`src/rtl/remote_key_buffer_if.sv`:
```
// ---------------------------------------------------------------------------
// remote_key_buffer_if
//   Bus between the IR remote decoder, the key buffer and the consumer
//   (display/command logic).
//
//   Signals:
//     key_in        decoder key code; all-ones means "no key"
//     key_valid     decoder ready level; may stay high for several cycles
//     key_out       head-of-FIFO key code; all-ones when the FIFO is empty
//     key_out_valid FIFO holds at least one entry
//     key_out_ack   consumer pops the head entry
//     count         number of occupied FIFO entries
//     overflow      one-cycle pulse: event dropped because the FIFO was full
//     rep_drop      one-cycle pulse: event dropped as an auto-repeat
//
//   Modports:
//     master  drives the decoder and consumer side (key_in/key_valid/ack)
//     slave   the buffer itself
// ---------------------------------------------------------------------------
interface remote_key_buffer_if #(
    parameter int KEY_W = 8,
    parameter int DEPTH = 4
);
    localparam int CNT_W = $clog2(DEPTH) + 1;

    logic [KEY_W-1:0] key_in;
    logic             key_valid;
    logic [KEY_W-1:0] key_out;
    logic             key_out_valid;
    logic             key_out_ack;
    logic [CNT_W-1:0] count;
    logic             overflow;
    logic             rep_drop;

    modport master (
        output key_in,
        output key_valid,
        output key_out_ack,
        input  key_out,
        input  key_out_valid,
        input  count,
        input  overflow,
        input  rep_drop
    );

    modport slave (
        input  key_in,
        input  key_valid,
        input  key_out_ack,
        output key_out,
        output key_out_valid,
        output count,
        output overflow,
        output rep_drop
    );
endinterface

```
`src/rtl/remote_key_buffer.sv`:
```
// ---------------------------------------------------------------------------
// remote_key_buffer
//   Sits behind the IR remote decoder. Each rising edge of the decoder ready
//   level becomes one key event; auto-repeats of the same key within a
//   HOLD_CYCLES window are dropped; surviving events are queued in a small
//   first-word-fall-through FIFO and handed to the consumer over a
//   valid/ack handshake.
//
//   Parameters:
//     DEPTH        FIFO entries (power of 2, >= 2)
//     KEY_W        key code width
//     HOLD_CYCLES  repeat-suppression window in clk cycles (>= 1)
//
//   Ports:
//     clk       system clock, all logic on posedge
//     rst       synchronous, active-high reset
//     bus       remote_key_buffer_if.slave (key in, FIFO out, status pulses)
//     event_cnt [15:0] saturating count of accepted pushes
//               (present only when REMOTE_KEY_STATS_EN is defined)
//
//   Build option: define REMOTE_KEY_STATS_EN to add the event_cnt output.
// ---------------------------------------------------------------------------
module remote_key_buffer #(
    parameter int DEPTH       = 4,
    parameter int KEY_W       = 8,
    parameter int HOLD_CYCLES = 16
) (
    input  logic                      clk,
    input  logic                      rst,
`ifdef REMOTE_KEY_STATS_EN
    output logic [15:0]               event_cnt,
`endif
    remote_key_buffer_if.slave        bus
);
    localparam int PTR_W  = (DEPTH > 1) ? $clog2(DEPTH) : 1;
    localparam int CNT_W  = $clog2(DEPTH) + 1;
    localparam int HOLD_W = $clog2(HOLD_CYCLES + 1);

    localparam logic [CNT_W-1:0]  FULL_COUNT = CNT_W'(DEPTH);
    localparam logic [HOLD_W-1:0] HOLD_LOAD  = HOLD_W'(HOLD_CYCLES);
    localparam logic [KEY_W-1:0]  IDLE_KEY   = '1;

    // ------------------------------------------------------------------
    // State
    // ------------------------------------------------------------------
    logic [KEY_W-1:0]  r_mem [DEPTH];
    logic [PTR_W-1:0]  r_wr_ptr;
    logic [PTR_W-1:0]  r_rd_ptr;
    logic [CNT_W-1:0]  r_count;
    logic              r_out_valid;
    logic              r_key_valid_q;
    logic [KEY_W-1:0]  r_last_key;
    logic [HOLD_W-1:0] r_hold_cnt;
    logic              r_overflow;
    logic              r_rep_drop;

    // ------------------------------------------------------------------
    // Event detection and filtering
    // ------------------------------------------------------------------
    logic              w_event;
    logic              w_live;
    logic              w_repeat;
    logic              w_push_req;
    logic              w_pop;
    logic              w_push;
    logic [CNT_W-1:0]  w_count_nxt;

    // One event per rising edge of the decoder ready level.
    assign w_event    = bus.key_valid & ~r_key_valid_q;

    // Idle-code events are invisible: they must not touch last_key/hold_cnt.
    assign w_live     = w_event & (bus.key_in != IDLE_KEY);

    assign w_repeat   = w_live & (bus.key_in == r_last_key) & (r_hold_cnt != '0);
    assign w_push_req = w_live & ~w_repeat;

    assign w_pop      = r_out_valid & bus.key_out_ack;

    // A full FIFO still accepts when the head is popped in the same cycle.
    assign w_push     = w_push_req & ((r_count != FULL_COUNT) | w_pop);

    always_comb begin
        w_count_nxt = r_count;
        if (w_push & ~w_pop) begin
            w_count_nxt = r_count + 1'b1;
        end else if (w_pop & ~w_push) begin
            w_count_nxt = r_count - 1'b1;
        end
    end

    // ------------------------------------------------------------------
    // Control registers
    // ------------------------------------------------------------------
    always_ff @(posedge clk) begin
        if (rst) begin
            r_key_valid_q <= 1'b0;
            r_last_key    <= IDLE_KEY;
            r_hold_cnt    <= '0;
            r_wr_ptr      <= '0;
            r_rd_ptr      <= '0;
            r_count       <= '0;
            r_out_valid   <= 1'b0;
            r_overflow    <= 1'b0;
            r_rep_drop    <= 1'b0;
        end else begin
            r_key_valid_q <= bus.key_valid;

            // Suppressed repeats also restart the window, so a held key that
            // keeps re-triggering stays suppressed.
            if (w_live) begin
                r_last_key <= bus.key_in;
                r_hold_cnt <= HOLD_LOAD;
            end else if (r_hold_cnt != '0) begin
                r_hold_cnt <= r_hold_cnt - 1'b1;
            end

            if (w_push) begin
                r_wr_ptr <= r_wr_ptr + 1'b1;
            end
            if (w_pop) begin
                r_rd_ptr <= r_rd_ptr + 1'b1;
            end

            r_count     <= w_count_nxt;
            r_out_valid <= (w_count_nxt != '0);

            r_overflow  <= w_push_req & ~w_push;
            r_rep_drop  <= w_repeat;
        end
    end

    // ------------------------------------------------------------------
    // Storage: contents need no reset, occupancy is tracked by r_count.
    // ------------------------------------------------------------------
    always_ff @(posedge clk) begin
        if (!rst && w_push) begin
            r_mem[r_wr_ptr] <= bus.key_in;
        end
    end

    // ------------------------------------------------------------------
    // Outputs (first-word-fall-through)
    // ------------------------------------------------------------------
    assign bus.key_out       = r_out_valid ? r_mem[r_rd_ptr] : IDLE_KEY;
    assign bus.key_out_valid = r_out_valid;
    assign bus.count         = r_count;
    assign bus.overflow      = r_overflow;
    assign bus.rep_drop      = r_rep_drop;

`ifdef REMOTE_KEY_STATS_EN
    // ------------------------------------------------------------------
    // Accepted-push statistics, saturating.
    // ------------------------------------------------------------------
    logic [15:0] r_event_cnt;

    always_ff @(posedge clk) begin
        if (rst) begin
            r_event_cnt <= '0;
        end else if (w_push && (r_event_cnt != '1)) begin
            r_event_cnt <= r_event_cnt + 1'b1;
        end
    end

    assign event_cnt = r_event_cnt;
`endif

endmodule

```
`src/flat_wrapper.sv`:
```
// flat-port wrapper written by rule: the top's interface ports become plain ports
module remote_key_buffer_flat 
#(
    parameter int DEPTH       = 4,
    parameter int KEY_W       = 8,
    parameter int HOLD_CYCLES = 16
)
  (clk, rst, bus_key_in, bus_key_valid, bus_key_out_ack, bus_key_out, bus_key_out_valid, bus_count, bus_overflow, bus_rep_drop);
  remote_key_buffer_if #(.KEY_W(KEY_W), .DEPTH(DEPTH)) bus_i ();
  input  logic clk;
  input  logic rst;
  input wire logic [$bits(bus_i.key_in)-1:0] bus_key_in;
  input wire logic [$bits(bus_i.key_valid)-1:0] bus_key_valid;
  input wire logic [$bits(bus_i.key_out_ack)-1:0] bus_key_out_ack;
  output wire logic [$bits(bus_i.key_out)-1:0] bus_key_out;
  output wire logic [$bits(bus_i.key_out_valid)-1:0] bus_key_out_valid;
  output wire logic [$bits(bus_i.count)-1:0] bus_count;
  output wire logic [$bits(bus_i.overflow)-1:0] bus_overflow;
  output wire logic [$bits(bus_i.rep_drop)-1:0] bus_rep_drop;
  assign bus_i.key_in = bus_key_in;
  assign bus_i.key_valid = bus_key_valid;
  assign bus_i.key_out_ack = bus_key_out_ack;
  assign bus_key_out = bus_i.key_out;
  assign bus_key_out_valid = bus_i.key_out_valid;
  assign bus_count = bus_i.count;
  assign bus_overflow = bus_i.overflow;
  assign bus_rep_drop = bus_i.rep_drop;
  remote_key_buffer #(.DEPTH(DEPTH), .KEY_W(KEY_W), .HOLD_CYCLES(HOLD_CYCLES)) u_core (.clk(clk), .rst(rst), .bus(bus_i));
endmodule
```
`config.mk`:
```
export PLATFORM = sky130hd
export DESIGN_NAME = remote_key_buffer_flat
export DESIGN_NICKNAME = d
export VERILOG_FILES = /design/src/rtl/remote_key_buffer_if.sv /design/src/rtl/remote_key_buffer.sv /design/src/flat_wrapper.sv
export SDC_FILE = /design/constraint.sdc
export NUM_CORES = 1
export LEC_CHECK = 0
export CORE_MARGIN = 4
export CORE_UTILIZATION = 61
export DETAILED_ROUTE_END_ITERATION = 10
export DONT_BUFFER_PORTS = 1
export PLACE_DENSITY = 0.75
export SYNTH_ARGS = -nofsm -noshare
export SYNTH_HDL_FRONTEND = slang
export SYNTH_SLANG_ARGS = --single-unit
```
`constraint.sdc`:
```
create_clock -name clk -period 6.6 [get_ports clk]
set_input_delay 1.32 -clock clk [delete_from_list [all_inputs] [get_ports clk]]
set_output_delay 1.32 -clock clk [all_outputs]
set_load 0.05 [all_outputs]
```
# == After elaboration in Yosys (flattened, before gate mapping) ==
# Memory sizes are Yosys's and may differ from the RTL's. A register that Yosys moved wholly into a read port is not among the register bits.
# Index checks and enable logic that the tools add are counted.
# word_totals
register_bits,24
word_cells,49
mem_bits_rw,32
inputBits,12
memories,1
# mem_list
memory,words,width,read_ports,rd_ports_with_merged_regs,write_ports,line,rtl
u_core.r_mem,4,8,1,1,1,remote_key_buffer.sv:46,logic [KEY_W-1:0] r_mem [DEPTH];
# classes
muxes,9
n_eq_ne,3
bitwise_logic,15
n_reduce_logical,6
add_sub_neg,5
# ops
cell,n
1-bit bitwise AND,10
5-bit two-way mux,2
8-bit == test,1
8-bit two-way mux,1
8-bit != test (second input constant),1
3-bit two-way mux,2
5-bit nonzero test,1
5-bit by 1-bit subtractor with 5-bit output (second input constant),1
2-bit by 1-bit adder with 2-bit output (second input constant),2
2-bit two-way mux,2
1-bit NOT,4
3-bit by 1-bit adder with 3-bit output (second input constant),1
3-bit != test (second input constant),1
3-bit nonzero test,1
3-bit by 1-bit subtractor with 3-bit output (second input constant),1
1-bit two-way mux,2
2-bit nonzero test,1
2-bit OR reduction,1
1-bit logical AND,1
1-bit logical NOT,1
1-bit bitwise OR,1

# == Logic depth before layout (Yosys ltp) ==
# Gate-level depths: netlist (run 1).
# depth
ltp_word,13
depth_mapped,8
depth_no_buf,8

# == Least setup slack after synthesis (run 1) ==
# OpenSTA, ideal clock, no wires.
# synth_timing
path_kind,reg2out
from,reg (tool-made name)
to,out bus_key_out[0]
setup_slack_ps,3632
arrival_ps,1648
stages_incl_launch_ff,4
path_cell_list,dfxtp_1 clkbuf_1 mux4_2 nand2b_1
# synth_lines
item,line,rtl
"end, declared",flat_wrapper.sv:15,output wire logic [$bits(bus_i.key_out)-1:0] bus_key_out;

==> impl_metrics.ini, run 1 <==
[setup_path]
crit_arrival_ns = 1.95
rr_worst_depth = 4
crit_family = flip-flops
r2r_slack_ns = 3.99
r2r_start = u_core.bus.key_out_valid$_SDFF_PP0_
crit_type = reg -> out
path_depth = 2
path_buf_inv = 0
cp-start-kind = register
critPathMaxFanout = 8
worst_path_max_delay_cell = dfxtp_1
slowest_delay_ns = 0.64
worstPathCellList = mux4_2, nand2b_1
r2r_end = u_core.r_mem[0][1]$_DFFE_PP_
worstPathRequired_ns = 5.28
crit_end = bus_key_out[6]
cp-end-kind = output pin

[place]
dp.final_hpwl_um = 3159
io_buffers = 0
place_congestion = 0.7595
pre_cts_slack_ns = 3.440

[synthesis]
syn-cell-area_mm2 = 0.002509
netlist_top_cells_area = edfxtp_1, dfxtp_1, mux4_2
synth_ff_type = edfxtp_1
yosysMostFrequentCell = edfxtp_1
synth_area_leader_cell = edfxtp_1
avgSynthCellArea_um2 = 12.61
syn_inst = 199
yosys-top-cells-count = edfxtp_1, nor2_1, dfxtp_1
synth_top_area_share_pct = 38.30
synth_edf_count = 32
ys_ff_latch = 58
yosysUniqueCellTypes = 29
synth_warnings = 0
yosysSeqAreaShare_pct = 59.05
async_flop_share_pct = 0
synth_nets = 220

[timing]
rsz0062_at_grt = no
fmax_ghz = 0.3060
setup_violations = 0
finalCriticalPeriod_ns = 3.268
hold_viol_final = 0
relSlewSlack_pct = 39.55
timing.final.crit_share_pct = 49.51
skew_ns = 0.006012
tightest_slew_ns = 0.9055
timing.final.ws_setup_ns = 3.332
maxSlewViolCount = 0
finalSetupTns_ns = 0

[layout]
area_growth_pct = 7.880
insertedDiodeCount = 0
final_nets = 224
drive_gt1_share_pct = 12.50

[clocking]
cts_tree = yes
ctsLongestPathBuffers = 2
cts_setup_buffers = 0
h-tree-depth = 3
clkLatencyLatePin_ns = 0.32
cts-resized-gates = 0
ctsHoldBuffers = 0
clock_sinks = 58
cts_buffers = 9
clkTransAtPathRegs_ns = 0.06
cts_root_buf = clkbuf_8

[global_routing]
overflow = 0
antenna_found_initial = 0
grt_pass1_wl_um = 7272
grt_pass1_vias = 1491
grt_max_degree = 14
track_usage_pct = 18.69

[routing]
drt_wl_total_um = 4377
met2WireLength_um = 2175
drc = 0
first_pass_iters = 4
final_antenna_net_count = 0
wl_met3_um = 244
via_per_inst = 5.767
highest_layer = met4
drt_iter0_markers = 75
routedLengthMet1_um = 1869
num_vias = 1488
routedWlPerCell_um = 16.97

[job]
cap_viol_max_count = 0

[power]
pwr-share-seq_pct = 47.8
power.share.combinational_pct = 27.5
leakage_nw = 0.9477
intPower_w = 0.0006698
power_density_mw_per_mm2 = 392.8
pwr-share-clk_pct = 24.7
vdd_drop_max_v = 0.0002385
p_switching_w = 0.0003933
sw_frac_of_total_pct = 37.00

[hold_path]
hold_class = reg -> reg

[floorplan]
design.die.area_mm2 = 0.005203
core_region_area_mm2 = 0.004000
die_width_um = 72.13
chipHeight_um = 72.13
rows = 23
initial_core_util_pct = 62.72
ios = 26

[outcome]
status = finished clean
## worst min path at each step
stage                                      startpoint                           endpoint  slack, ns  depth (start not counted)
floorplan           u_core.r_hold_cnt[1]$_SDFFE_PP0P_  u_core.r_hold_cnt[1]$_SDFFE_PP0P_       0.48                          2
global placement    u_core.r_hold_cnt[1]$_SDFFE_PP0P_  u_core.r_hold_cnt[1]$_SDFFE_PP0P_       0.51                          2
detailed placement  u_core.r_last_key[6]$_SDFFE_PP1P_  u_core.r_last_key[6]$_SDFFE_PP1P_       0.52                          2
CTS                 u_core.r_last_key[6]$_SDFFE_PP1P_  u_core.r_last_key[6]$_SDFFE_PP1P_       0.53                          2
global route        u_core.r_last_key[4]$_SDFFE_PP1P_  u_core.r_last_key[4]$_SDFFE_PP1P_       0.54                          2
finish              u_core.r_last_key[6]$_SDFFE_PP1P_  u_core.r_last_key[6]$_SDFFE_PP1P_       0.53                          2
## routing by layer
layer / global-route usage [%] / vias up
li1: - / 709
met1: 24.51 / 723
met2: 30.13 / 45
met3: 5.540 / 11
met4: 5.637 / 0
met5: 0 / -
## metrics by stage
stage	cell area, µm²	cells	power (W)	hold WS (ns)	utilization (%)
after detailed placement	2545	242	0.0008101	0.5181	63.62
after CTS	2706	258	0.001071	0.5261	67.66
after global placement	2545	242	0.0007926	0.5068	63.62
after global routing	2706	258	0.001125	0.5443	67.66
final	2706	258	0.001063	0.5305	67.66
after floorplan	2509	199	0.0007620	0.4778	-
## flip-flops by register name, summed over array words and instances, names as in the netlist, named ones only
name / count
u_core.r_rd_ptr: 2
u_core.r_wr_ptr: 2
u_core.bus.count: 3
u_core.bus.key_out_valid: 1
u_core.bus.rep_drop: 1
u_core.r_key_valid_q: 1
u_core.bus.overflow: 1
u_core.r_mem: 32
u_core.r_hold_cnt: 5
u_core.r_last_key: 8
## cell usage in the layout (no fill, tap or decap), types with 2 or more instances in the layout
| cell type | count |
|---|---|
| o21ai_0 | 10 |
| nor2b_1 | 3 |
| nor3_1 | 6 |
| dfxtp_1 | 26 |
| nand2b_1 | 10 |
| edfxtp_1 | 32 |
| nand2_1 | 7 |
| clkbuf_8 | 9 |
| mux2i_1 | 4 |
| a21oi_1 | 5 |
| and2_1 | 6 |
| ha_1 | 9 |
| inv_1 | 7 |
| xor2_1 | 3 |
| mux4_2 | 8 |
| nor2_1 | 29 |
| nor4_1 | 2 |
| clkinv_2 | 3 |
| xnor2_1 | 13 |
| nand4_1 | 3 |
| clkinvlp_4 | 2 |
## power by group through the flow
stage / Combinational (W) / Clock [W] / Sequential (W)
final: 0.000292 / 0.000263 / 0.000508
after floorplan: 0.000270 / 0 / 0.000492
after global routing: 0.000320 / 0.000289 / 0.000516
after global placement: 0.000279 / 0 / 0.000513
after CTS: 0.000294 / 0.000267 / 0.000510
after detailed placement: 0.000293 / 0 / 0.000517
## layout make-up
type / instances / area [µm²]
flip-flops and latches: 58 / 1481
fillers: 281 / 1294
multi-input cells: 127 / 974.7
clock buffers: 10 / 127.6
well taps: 50 / 62.56
clock inverters: 6 / 33.78
inverters: 7 / 26.28
## logic make-up after synthesis
family / count (synthesis) / share of synthesized area [%]
multiplexers: 12 / 8.778
XOR/XNOR: 16 / 5.586
flip-flops: 58 / 59.05
buffers and inverters: 14 / 2.095
AO/OA/AOI/OAI: 21 / 6.135
adder cells (fa/ha/maj): 9 / 4.489
AND/OR/NAND/NOR: 69 / 13.87
## worst register-to-register path, delay by kind of cell, from the launching register on
family	cells	cell delay, ns
DFF	1	0.91
and+or+nand+nor	4	1.35
Note: power is estimated with default switching activity, not from simulation.
==> run 2, diff against run 1 <==
Clock period 6.6 ns to 3.3 ns, I/O delays scaled along.
==> impl_metrics.ini, run 2 (synthesis gave the netlist of run 1 again) <==
[outcome]
status = finished clean

[routing]
via_per_inst = 5.700
final_antenna_net_count = 0
drt_wl_total_um = 4545
routedWlPerCell_um = 17.48
drt_iter0_markers = 166
drc = 0
num_vias = 1482
first_pass_iters = 4

[setup_path]
r2r_start = u_core.r_hold_cnt[0]$_SDFFE_PP0P_
crit_type = reg -> out
cp-start-kind = register
crit_arrival_ns = 1.94
cp-end-kind = output pin
worstPathRequired_ns = 2.64
critPathMaxFanout = 8

[floorplan]
chipHeight_um = 72.13
initial_core_util_pct = 62.72
die_width_um = 72.13
ios = 26
design.die.area_mm2 = 0.005203
rows = 23
core_region_area_mm2 = 0.004000

[timing]
setup_violations = 0
relSlewSlack_pct = 55.40
tightest_slew_ns = 0.6620
finalSetupTns_ns = 0
finalCriticalPeriod_ns = 2.600
skew_ns = 0.006370
fmax_ghz = 0.3846
maxSlewViolCount = 0
timing.final.crit_share_pct = 78.79
hold_viol_final = 0
rsz0062_at_grt = no

[power]
p_total_w = 0.002340
pwr-share-clk_pct = 30.9
vdd_drop_max_v = 0.0005281
p_switching_w = 0.0008070
power_density_mw_per_mm2 = 841.9
power.share.combinational_pct = 28.7
sw_frac_of_total_pct = 34.49
leakage_nw = 0.9876
pwr-share-seq_pct = 40.4
intPower_w = 0.001533

[global_routing]
antenna_found_initial = 0
grt_pass1_vias = 1537
grt_pass1_wl_um = 7479
grt_max_degree = 14
track_usage_pct = 19.57
overflow = 0

[clocking]
clkLatencyLatePin_ns = 0.34
ctsLongestPathBuffers = 2
cts_buffers = 9
cts_setup_buffers = 0
cts_root_buf = clkbuf_8
h-tree-depth = 3
cts_tree = yes
clock_sinks = 58
ctsHoldBuffers = 0
clkTransAtPathRegs_ns = 0.06
cts-resized-gates = 0

[layout]
layout_common_cells = edfxtp_1, nor2_1, dfxtp_1
largest-register = u_core.r_mem
area_growth_pct = 10.77
drive_gt1_share_pct = 13.81
reg_top3 = u_core.r_mem: 32 flops, u_core.r_last_key: 8 flops, u_core.r_hold_cnt: 5 flops
final_common_cell = edfxtp_1
largest_reg_flops = 32
final_nets = 226
insertedDiodeCount = 0

[place]
dp.final_hpwl_um = 3275
place_congestion = 0.7046
io_buffers = 0

[hold_path]
hold_class = in -> reg
worstHoldStart = rst

[job]
cap_viol_max_count = 0
==> run 2: changes by cell type in the layout (fill, tap and decap cells not counted), sizes merged <==
cell / delta
clkinvlp: -1
buf: +2
bufinv: +2
clkbuf: +1
clkinv: -2
==> run 2: metrics by stage <==
| step | cell area, µm² | cells | hold WS, ns | util [%] | setup WS (ns) |
|---|---|---|---|---|---|
| 2_1_floorplan | 2509 | 199 | 0.4778 | - | 0.9919 |
| 3_5_place_dp | 2560 | 244 | 0.5194 | 64.00 | 0.7571 |
| 4_1_cts | 2779 | 260 | 0.3762 | 69.47 | 0.6297 |
| 6_report | 2779 | 260 | 0.3895 | 69.47 | 0.6999 |
| 3_3_place_gp | 2560 | 244 | 0.5064 | 64.00 | 0.8788 |
| 5_1_grt | 2779 | 260 | 0.3696 | 69.47 | 0.5194 |
==> run 2: power groups by stage <==
stage | Clock, W | Combinational, W | Sequential [W]
finish | 0.000722 | 0.000672 | 0.000946
global route | 0.000770 | 0.000733 | 0.000958
CTS | 0.000732 | 0.000677 | 0.000948
detailed placement | 0 | 0.000673 | 0.000963
global placement | 0 | 0.000654 | 0.000957
floorplan | 0 | 0.000540 | 0.000983
==> run 2: area by class of cell <==
cell class | instances | area [µm²]
flip-flops and latches | 58 | 1481
fillers | 278 | 1221
multi-input cells | 127 | 974.7
clock buffers | 11 | 141.4
clock inverters | 5 | 77.57
well taps | 50 | 62.56
inverters | 7 | 26.28
repair buffers | 2 | 15.01
==> run 2: path summary, 6_finish.rpt <==
kind                                        to  slack [ns]  cells past startpoint
max                             bus_key_out[6]        0.70                      2
min            u_core.r_key_valid_q$_SDFF_PP0_        0.39                      1
max reg2reg       u_core.r_mem[1][4]$_DFFE_PP_        0.78                      7
min reg2reg  u_core.r_last_key[5]$_SDFFE_PP1P_        0.53                      2
==> run 2: worst max-delay path, stage by stage, from the launching register on <==
cell and delay, ns:
dfxtp_1 0.64, mux4_2 0.56, nand2b_1 0.41
==> run 2: per-layer routing <==
layer	GRT usage, %	wire length, µm	up-vias
met5	0	0	-
met4	8.142	65	0
met3	8.172	354	9
met2	30.94	2258	53
met1	23.64	1867	709
li1	-	-	711
==> run 3, diff against run 2 <==
Clock period 3.3 ns to 2.6 ns, I/O delays scaled along.
==> impl_metrics.ini, run 3 (synthesis gave the netlist of run 1 again) <==
[timing]
tightest_slew_ns = 0.6684
setup_violations = 0
hold_viol_final = 0
relSlewSlack_pct = 54.97
rsz0062_at_grt = no
maxSlewViolCount = 0
timing.final.crit_share_pct = 93.45
skew_ns = 0.01017
finalCriticalPeriod_ns = 2.430
finalSetupTns_ns = 0
fmax_ghz = 0.4116

[global_routing]
grt_pass1_wl_um = 7265
track_usage_pct = 19.19
overflow = 0
grt_max_degree = 14
grt_pass1_vias = 1501
antenna_found_initial = 0

[setup_path]
worstPathRequired_ns = 2.81
critPathMaxFanout = 6
crit_type = reg -> reg
cp-end-kind = register
crit_arrival_ns = 2.64
cp-start-kind = register

[routing]
drc = 0
routedWlPerCell_um = 16.37
num_vias = 1483
via_per_inst = 5.660
final_antenna_net_count = 0
drt_iter0_markers = 83
first_pass_iters = 4
drt_wl_total_um = 4288

[power]
power_density_mw_per_mm2 = 1001
leakage_nw = 0.9645
sw_frac_of_total_pct = 36.24
intPower_w = 0.001744
pwr-share-seq_pct = 43.3
vdd_drop_max_v = 0.0006962
p_switching_w = 0.0009912
pwr-share-clk_pct = 23.6
power.share.combinational_pct = 33.1

[clocking]
cts_root_buf = clkbuf_8
ctsHoldBuffers = 0
cts_tree = yes
clkLatencyLatePin_ns = 0.32
cts_buffers = 9
clock_sinks = 58
ctsLongestPathBuffers = 2
h-tree-depth = 3
clkTransAtPathRegs_ns = 0.06

[place]
io_buffers = 0
place_inst = 246
place_congestion = 0.7919
dp.final_hpwl_um = 3170

[layout]
drive_gt1_share_pct = 13.21
layout_common_cells = edfxtp_1, nor2_1, dfxtp_1
final_common_cell = edfxtp_1
largest-register = u_core.r_mem
finalNonFillerCells = 262
largest_reg_flops = 32
reg_top3 = u_core.r_mem: 32 flops, u_core.r_last_key: 8 flops, u_core.r_hold_cnt: 5 flops
insertedDiodeCount = 0
area_growth_pct = 8.878
final_nets = 228

[floorplan]
rows = 23
design.die.area_mm2 = 0.005203
core_region_area_mm2 = 0.004000
initial_core_util_pct = 62.72
ios = 26
die_width_um = 72.13
chipHeight_um = 72.13

[job]
cap_viol_max_count = 0

[outcome]
status = finished clean

[hold_path]
hold_class = in -> reg
==> run 3: changes by cell type in the layout (fill, tap and decap cells not counted), sizes merged <==
cell	delta
buf	+2
bufinv	-2
clkinv	+2
==> run 3: per-layer routing <==
| metal | up-vias | GRT usage (%) | wire, µm |
|---|---|---|---|
| met1 | 717 | 22.37 | 1781 |
| met5 | - | 0 | 0 |
| met2 | 44 | 30.74 | 2172 |
| li1 | 716 | - | - |
| met4 | 0 | 8.768 | 75 |
| met3 | 6 | 8.172 | 260 |
==> run 3: path summary, 6_finish.rpt <==
check / start / end / slack [ns] / cells after the start
min reg2reg: u_core.r_last_key[5]$_SDFFE_PP1P_ / u_core.r_last_key[5]$_SDFFE_PP1P_ / 0.52 / 2
max reg2reg: u_core.r_hold_cnt[0]$_SDFFE_PP0P_ / u_core.bus.key_out_valid$_SDFF_PP0_ / 0.17 / 8
min: rst / u_core.r_rd_ptr[0]$_SDFFE_PP0P_ / 0.27 / 1
max: u_core.r_hold_cnt[0]$_SDFFE_PP0P_ / u_core.bus.key_out_valid$_SDFF_PP0_ / 0.17 / 8
==> run 3: final cells by class <==
type                            count  area [µm²]
Clock buffer                       11       131.4
Clock inverter                      5       23.77
Fill cell                         274        1269
Inverter                            7       26.28
Multi-Input combinational cell    127       974.7
Sequential cell                    58        1483
Tap cell                           50       62.56
Timing Repair Buffer                4       30.03
==> run 3: power groups by stage <==
stage               sequential, W  combinational, W  clock (W)
floorplan                 0.00125          0.000686          0
global placement          0.00120          0.000874          0
detailed placement        0.00120          0.000910          0
CTS                       0.00118          0.000913   0.000665
global route              0.00120          0.000990   0.000719
finish                    0.00118          0.000907   0.000644
==> run 3: through the flow <==
step	instance area (µm²)	hold slack, ns	utilization [%]	setup WS [ns]	power [W]
after floorplan	2509	0.4778	-	0.3259	0.001934
after global placement	2575	0.4909	64.37	0.2878	0.002072
after detailed placement	2575	0.5142	64.37	0.1749	0.002113
after CTS	2730	0.2468	68.25	0.09075	0.002762
after global routing	2731	0.2416	68.28	0.01333	0.002909
final	2731	0.2670	68.28	0.1703	0.002735
==> run 3: timing repair <==
| action | in CTS | in global routing |
|---|---|---|
| endpoints found under the setup margin | 0 | 6 |
| buffers inserted | 0 | 0 |
| gates resized for setup | 0 | 1 |
==> run 3: worst max-delay path, cell delays in order, from the launching register on <==
cell     delay [ns]
dfxtp_1        0.34
inv_1          0.09
ha_1           0.22
nor4b_2        0.17
or3_4          0.40
o31ai_4        0.41
mux2i_1        0.30
xnor2_1        0.10
a211o_1        0.29
